[src/rtl/pipeline_hazard_sequencer_pkg.sv]
// Shared constants for the MINI-RISC pipeline sequencer: EX opcodes it reacts to and FSM states.
package pipeline_hazard_sequencer_pkg;

    localparam logic [4:0] MUL  = 5'h0C;
    localparam logic [4:0] DIV  = 5'h0D;
    localparam logic [4:0] HALT = 5'h1F;

    typedef enum logic [1:0] {
        SEQ_RUN     = 2'd0,
        SEQ_MD_WAIT = 2'd1,
        SEQ_HALTED  = 2'd2
    } seq_state_t;

endpackage

[src/rtl/pipeline_hazard_sequencer_md_latency_counter.sv]
// Down-counter that tracks the remaining EX occupancy of a multi-cycle MUL/DIV.
module md_latency_counter #(
    parameter int CNT_W = 4
) (
    input  logic             clk,
    input  logic             rst,
    input  logic             load,
    input  logic [CNT_W-1:0] load_value,
    input  logic             dec,
    output logic             zero
);

    logic [CNT_W-1:0] cnt;

    // Load wins over decrement; the count never wraps below zero.
    always_ff @(posedge clk) begin
        if (rst) begin
            cnt <= '0;
        end else if (load) begin
            cnt <= load_value;
        end else if (dec && cnt != '0) begin
            cnt <= cnt - 1'b1;
        end
    end

    assign zero = (cnt == '0);

endmodule

[src/rtl/pipeline_hazard_sequencer.sv]
// MINI-RISC pipeline sequencer: the single source of stall, flush and bubble control
// for load-use hazards, MUL/DIV occupancy of EX, taken redirects and HALT.
module pipeline_hazard_sequencer
    import pipeline_hazard_sequencer_pkg::*;
#(
    parameter int REG_AW  = 3,
    parameter int MUL_LAT = 4,
    parameter int DIV_LAT = 8,
    parameter int CNT_W   = 4
) (
    input  logic              clk,
    input  logic              rst,
    input  logic [REG_AW-1:0] id_rs1,
    input  logic [REG_AW-1:0] id_rs2,
    input  logic              id_use_rs1,
    input  logic              id_use_rs2,
    input  logic              ex_valid,
    input  logic [4:0]        ex_opcode,
    input  logic              ex_mem_read,
    input  logic [REG_AW-1:0] ex_rd,
    input  logic              ex_redirect,
    output logic              pc_en,
    output logic              if_id_en,
    output logic              if_id_flush,
    output logic              id_ex_en,
    output logic              id_ex_bubble,
    output logic              ex_mem_bubble,
    output logic              md_busy,
    output logic              halted,
    output logic [15:0]       stall_cycles
);

    // The detect cycle is itself a stall, so the counter starts at LAT-2.
    localparam bit               MUL_STALLS = (MUL_LAT > 1);
    localparam bit               DIV_STALLS = (DIV_LAT > 1);
    localparam logic [CNT_W-1:0] MUL_LOAD   = CNT_W'(MUL_STALLS ? MUL_LAT - 2 : 0);
    localparam logic [CNT_W-1:0] DIV_LOAD   = CNT_W'(DIV_STALLS ? DIV_LAT - 2 : 0);

    seq_state_t       state;
    seq_state_t       state_next;
    logic             cnt_load;
    logic             cnt_dec;
    logic [CNT_W-1:0] cnt_load_value;
    logic             cnt_zero;

    logic halt_hit;
    logic md_hit;
    logic load_use;

    assign halt_hit = ex_valid && (ex_opcode == HALT);
    assign md_hit   = ex_valid && (((ex_opcode == MUL) && MUL_STALLS) ||
                                   ((ex_opcode == DIV) && DIV_STALLS));
    assign load_use = ex_valid && ex_mem_read &&
                      ((id_use_rs1 && (id_rs1 == ex_rd)) ||
                       (id_use_rs2 && (id_rs2 == ex_rd)));

    md_latency_counter #(
        .CNT_W(CNT_W)
    ) u_md_latency_counter (
        .clk        (clk),
        .rst        (rst),
        .load       (cnt_load),
        .load_value (cnt_load_value),
        .dec        (cnt_dec),
        .zero       (cnt_zero)
    );

    always_ff @(posedge clk) begin
        if (rst) begin
            state <= SEQ_RUN;
        end else begin
            state <= state_next;
        end
    end

    always_comb begin
        state_next     = state;
        cnt_load       = 1'b0;
        cnt_dec        = 1'b0;
        cnt_load_value = '0;
        pc_en          = 1'b1;
        if_id_en       = 1'b1;
        if_id_flush    = 1'b0;
        id_ex_en       = 1'b1;
        id_ex_bubble   = 1'b0;
        ex_mem_bubble  = 1'b0;
        md_busy        = 1'b0;
        halted         = 1'b0;

        if (rst) begin
            state_next    = SEQ_RUN;
            pc_en         = 1'b0;
            if_id_en      = 1'b0;
            id_ex_en      = 1'b0;
            if_id_flush   = 1'b1;
            id_ex_bubble  = 1'b1;
            ex_mem_bubble = 1'b1;
        end else if (state == SEQ_HALTED) begin
            pc_en    = 1'b0;
            if_id_en = 1'b0;
            id_ex_en = 1'b0;
            halted   = 1'b1;
        end else if (state == SEQ_MD_WAIT && !cnt_zero) begin
            pc_en         = 1'b0;
            if_id_en      = 1'b0;
            id_ex_en      = 1'b0;
            ex_mem_bubble = 1'b1;
            md_busy       = 1'b1;
            cnt_dec       = 1'b1;
        end else begin
            // RUN, or the MD release cycle where the finishing MUL/DIV must not re-trigger.
            state_next = SEQ_RUN;
            if (halt_hit) begin
                state_next   = SEQ_HALTED;
                pc_en        = 1'b0;
                if_id_flush  = 1'b1;
                id_ex_bubble = 1'b1;
            end else if (md_hit && state == SEQ_RUN) begin
                state_next     = SEQ_MD_WAIT;
                cnt_load       = 1'b1;
                cnt_load_value = (ex_opcode == DIV) ? DIV_LOAD : MUL_LOAD;
                pc_en          = 1'b0;
                if_id_en       = 1'b0;
                id_ex_en       = 1'b0;
                ex_mem_bubble  = 1'b1;
                md_busy        = 1'b1;
            end else if (ex_redirect) begin
                if_id_flush  = 1'b1;
                id_ex_bubble = 1'b1;
            end else if (load_use) begin
                pc_en        = 1'b0;
                if_id_en     = 1'b0;
                id_ex_bubble = 1'b1;
            end
        end
    end

    always_ff @(posedge clk) begin
        if (rst) begin
            stall_cycles <= '0;
        end else if (!pc_en && !halted && stall_cycles != 16'hFFFF) begin
            stall_cycles <= stall_cycles + 16'd1;
        end
    end

endmodule

[config.mk]
export PLATFORM = sky130hd
export DESIGN_NAME = pipeline_hazard_sequencer
export DESIGN_NICKNAME = d
export VERILOG_FILES = /design/src/rtl/pipeline_hazard_sequencer_pkg.sv /design/src/rtl/pipeline_hazard_sequencer_md_latency_counter.sv /design/src/rtl/pipeline_hazard_sequencer.sv
export SDC_FILE = /design/constraint.sdc
export NUM_CORES = 1
export LEC_CHECK = 0
export CELL_PAD_IN_SITES_DETAIL_PLACEMENT = 2
export CELL_PAD_IN_SITES_GLOBAL_PLACEMENT = 2
export CORE_MARGIN = 2
export CORE_UTILIZATION = 28
export DETAILED_ROUTE_END_ITERATION = 10
export GPL_ROUTABILITY_DRIVEN = 0
export GPL_TIMING_DRIVEN = 0
export PLACE_DENSITY_LB_ADDON = 0.1
export RECOVER_POWER = 50
export SYNTH_ARGS = -nofsm -noshare
export SYNTH_HDL_FRONTEND = slang
export SYNTH_HIERARCHICAL = 1
export SYNTH_SLANG_ARGS = --single-unit
[constraint.sdc]
create_clock -name clk -period 4.7 [get_ports clk]
set_input_delay 0.705 -clock clk [delete_from_list [all_inputs] [get_ports clk]]
set_output_delay 0.705 -clock clk [all_outputs]
set_load 0.01 [all_outputs]
==> metrics.csv <==
metric;value;unit
area post-placement;1970;um^2
RSZ-0062 raised after global routing;false;
dpl ws;0.548;ns
max-slew violation count;0;
via/cell ratio;5.22;
crit share post-route;83.9;%
hold path startpoint;stall_cycles[15]$_SDFFE_PP0P_;
cell area power density;220;nW/um^2
row count;26;
largest net degree at the start of global routing;14;
Pre-antenna DRT Iters;4;
peak supply drop;0.0952;mV
final instance area;2040;um^2
vias in the first global route;1588;
Peak Freq;254;MHz
FFs w/ async S/R, synth;0;%
Yosys cell types;48;
Post-Synth Adder-Cell Area;1.73;%
synthesized area;1440;um^2
Mean Syn Cell Area;8.20;um^2
crit end category;primary output;
Hold-fix buffers, CTS;0;
iteration-0 DRC count of the detailed router;34;
Root Driver;clkbuf_8;
DP HPWL;3590;um
delay-heaviest family, CP;buffers and inverters;
setup bufs post-CTS;0;
total grt overflow;0;
wire per inst;15.6;um
CP max FO;13;
initial core utilization;28.6;%
GRT Total Usage;17.0;%
Nets;250;
max_cap viols;0;
routed wire length;4620;um
Max clock buf depth;2;
total clock buffers created by CTS;3;
Sw Share;24.1;%
CP Buf/Inv Count;4;
compound-gate portion of the synthesized area;23.3;%
Finish-stage setup viols;0;
final setup TNS;0;ns
number of remaining DRC errors;0;
die area;5740;um^2
Clk pwr share;41.2;%
H-Tree Depth;1;
r2r startpoint;u_md_latency_counter/cnt[1]$_SDFFE_PP0P_;
Synthesis Warnings;6;
Clock Pin Slew Worst Setup and Hold Paths;0.09;ns
Worst slew margin;40.6;%
Skew-Pair Late Insertion Delay;0.27;ns
Detail Route Antenna Nets;0;
Most common cell on crit path;clkbuf_1;
io pins;45;
CP Launch Type;input pin;
skew final;0.00688;ns
Slew @ Worst Pin;0.878;ns
Synth area leader;dfxtp_1;
CTS tree;yes;
Synth Area in Simple Gates;30.6;%
sw power;0.000108;W
Min Hold Slack;0.512;ns
Synth Area in XOR/XNOR;4.25;%
antenna diode count;0;
post-route minimum period;3.94;ns
Crit path largest cell delay;0.89;ns
total vias in the final route;1545;
Data required, critical path;3.99;ns
Slowest-stage cell, CP;dlygate4sd3_1;
EDFF count, synth;0;
internal power;0.000340;W
worst path cell trace;dlygate4sd3_1 -> clkbuf_1 -> clkbuf_1 -> o21bai_1 -> clkdlybuf4s50_1;
status;finished, final reports clean;
leakage power;0.726;nW
PostCTS Resize Cnt;0;
Die Y;75.8;um
Worst Setup Path Type;input pin to primary output;
CP arrival;3.24;ns
die width;75.8;um
initial antenna violation count;0;
Area growth syn-to-layout;41.3;%
final setup margin;0.756;ns
Seq pwr share;43.1;%
CTS sink count;22;
first-pass GRT wire length;7690;um
main combinational cell family by area after synthesis;simple AND/OR/NAND/NOR gates;
ys flop type;dfxtp_1;
Synth top area share;30.5;%
final hold vios;0;
critical path startpoint;rst;
number of I/O port buffers;44;
Syn Inst Count;176;
top post-synthesis cells by area;dfxtp_1 31%, nor2_1 6.0%, xnor2_1 4.2%;
core area;5040;um^2
FF+latch count, synth;22;
layout cell share with drive strength beyond 1;8.41;%
post-synthesis sequential area ratio;30.5;%
total power;0.000448;W
hold crit path type;flip-flop to flip-flop;
post-synthesis mux area share;5.29;%
combinational share of power;15.7;%
worst reg2reg max path: stages (launching register included):
cell and delay (ns):
dfxtp_1 0.34, inv_1 0.13, ha_1 0.22, or3b_1 0.49, inv_1 0.20, o22ai_1 0.11, a211oi_1 0.44, and2_0 0.22
clkbuf_1 0.35, nor4_1 0.11, o21ba_2 0.20
flip-flops by register name, indices dropped and copies added, names as in the netlist:
name and flops:
stall_cycles 16, u_md_latency_counter/cnt 4, state 2
synthesized netlist by cell type, drive strengths merged (4+ instances only):
library cell / count
or4: 4
nor2b: 6
a211oi: 7
dfxtp: 22
mux2: 5
inv: 7
a21oi: 11
nor3: 5
nand4: 8
o21ai: 6
xnor2: 7
nand3: 8
nand2: 7
o31ai: 4
nor2: 23
worst paths after layout:
kind                              endpoint  slack [ns]  cells past startpoint
max reg2reg   stall_cycles[9]$_SDFFE_PP0P_        1.81                     10
min reg2reg  stall_cycles[15]$_SDFFE_PP0P_        0.51                      2
min          stall_cycles[15]$_SDFFE_PP0P_        0.51                      2
max                           id_ex_bubble        0.76                      5
through the flow:
step	instances	util, %
2_1_floorplan	177	-
3_3_place_gp	291	39.2
3_5_place_dp	291	39.2
4_1_cts	295	40.6
5_1_grt	296	40.4
6_report	296	40.4
cell families (layout without fill, tap and decap cells):
logic type / count (synthesis) / after routing
mux: 7 / 7
compound gates: 45 / 45
fa+ha+maj: 2 / 2
flops: 22 / 22
other cells: 1 / 2
xor+xnor: 7 / 7
buf+inv: 13 / 62
simple gates: 79 / 79
final cells by class:
cell class	instances	area, um^2
fillers	583	3000
multi-input cells	142	943
repair buffers	45	445
flip-flops and latches	22	440
well taps	70	87.6
clock buffers	3	41.3
clock inverters	1	30.0
inverters	7	26.3
plain buffers	6	23.8
per-layer routing:
layer	track usage [%]	vias up	wire length [um]
met5	0	-	0
met4	2.92	0	19
met3	2.51	2	177
met2	28.4	29	2280
met1	23.5	756	2140
li1	-	758	-
power groups by stage:
stage / clock [W] / sequential (W) / combinational [W]
2_1_floorplan: 0 / 0.000197 / 0.0000325
3_3_place_gp: 0 / 0.000197 / 0.0000713
3_5_place_dp: 0 / 0.000198 / 0.0000739
4_1_cts: 0.000191 / 0.000193 / 0.0000744
5_1_grt: 0.000202 / 0.000194 / 0.0000778
6_report: 0.000184 / 0.000193 / 0.0000703
placed cells by master, fill, tap and decap left out, types with 3 or more instances in the layout:
cell             Yosys  final
a211oi_1             6      6
a21oi_1             11     11
a311oi_1             3      3
clkbuf_1             3      4
clkbuf_8             0      3
clkdlybuf4s50_1      0     27
dfxtp_1             22     22
dlygate4sd3_1        0     17
inv_1                7      7
mux2_2               5      5
nand2_1              7      7
nand2b_1             3      3
nand3_1              8      8
nand4_1              8      8
nor2_1              23     23
nor2b_1              6      6
nor3_1               5      5
o21ai_0              6      6
o21bai_1             3      3
o31ai_1              4      4
or4_1                4      4
xnor2_1              7      7
Note: power is estimated with default switching activity, not from simulation.
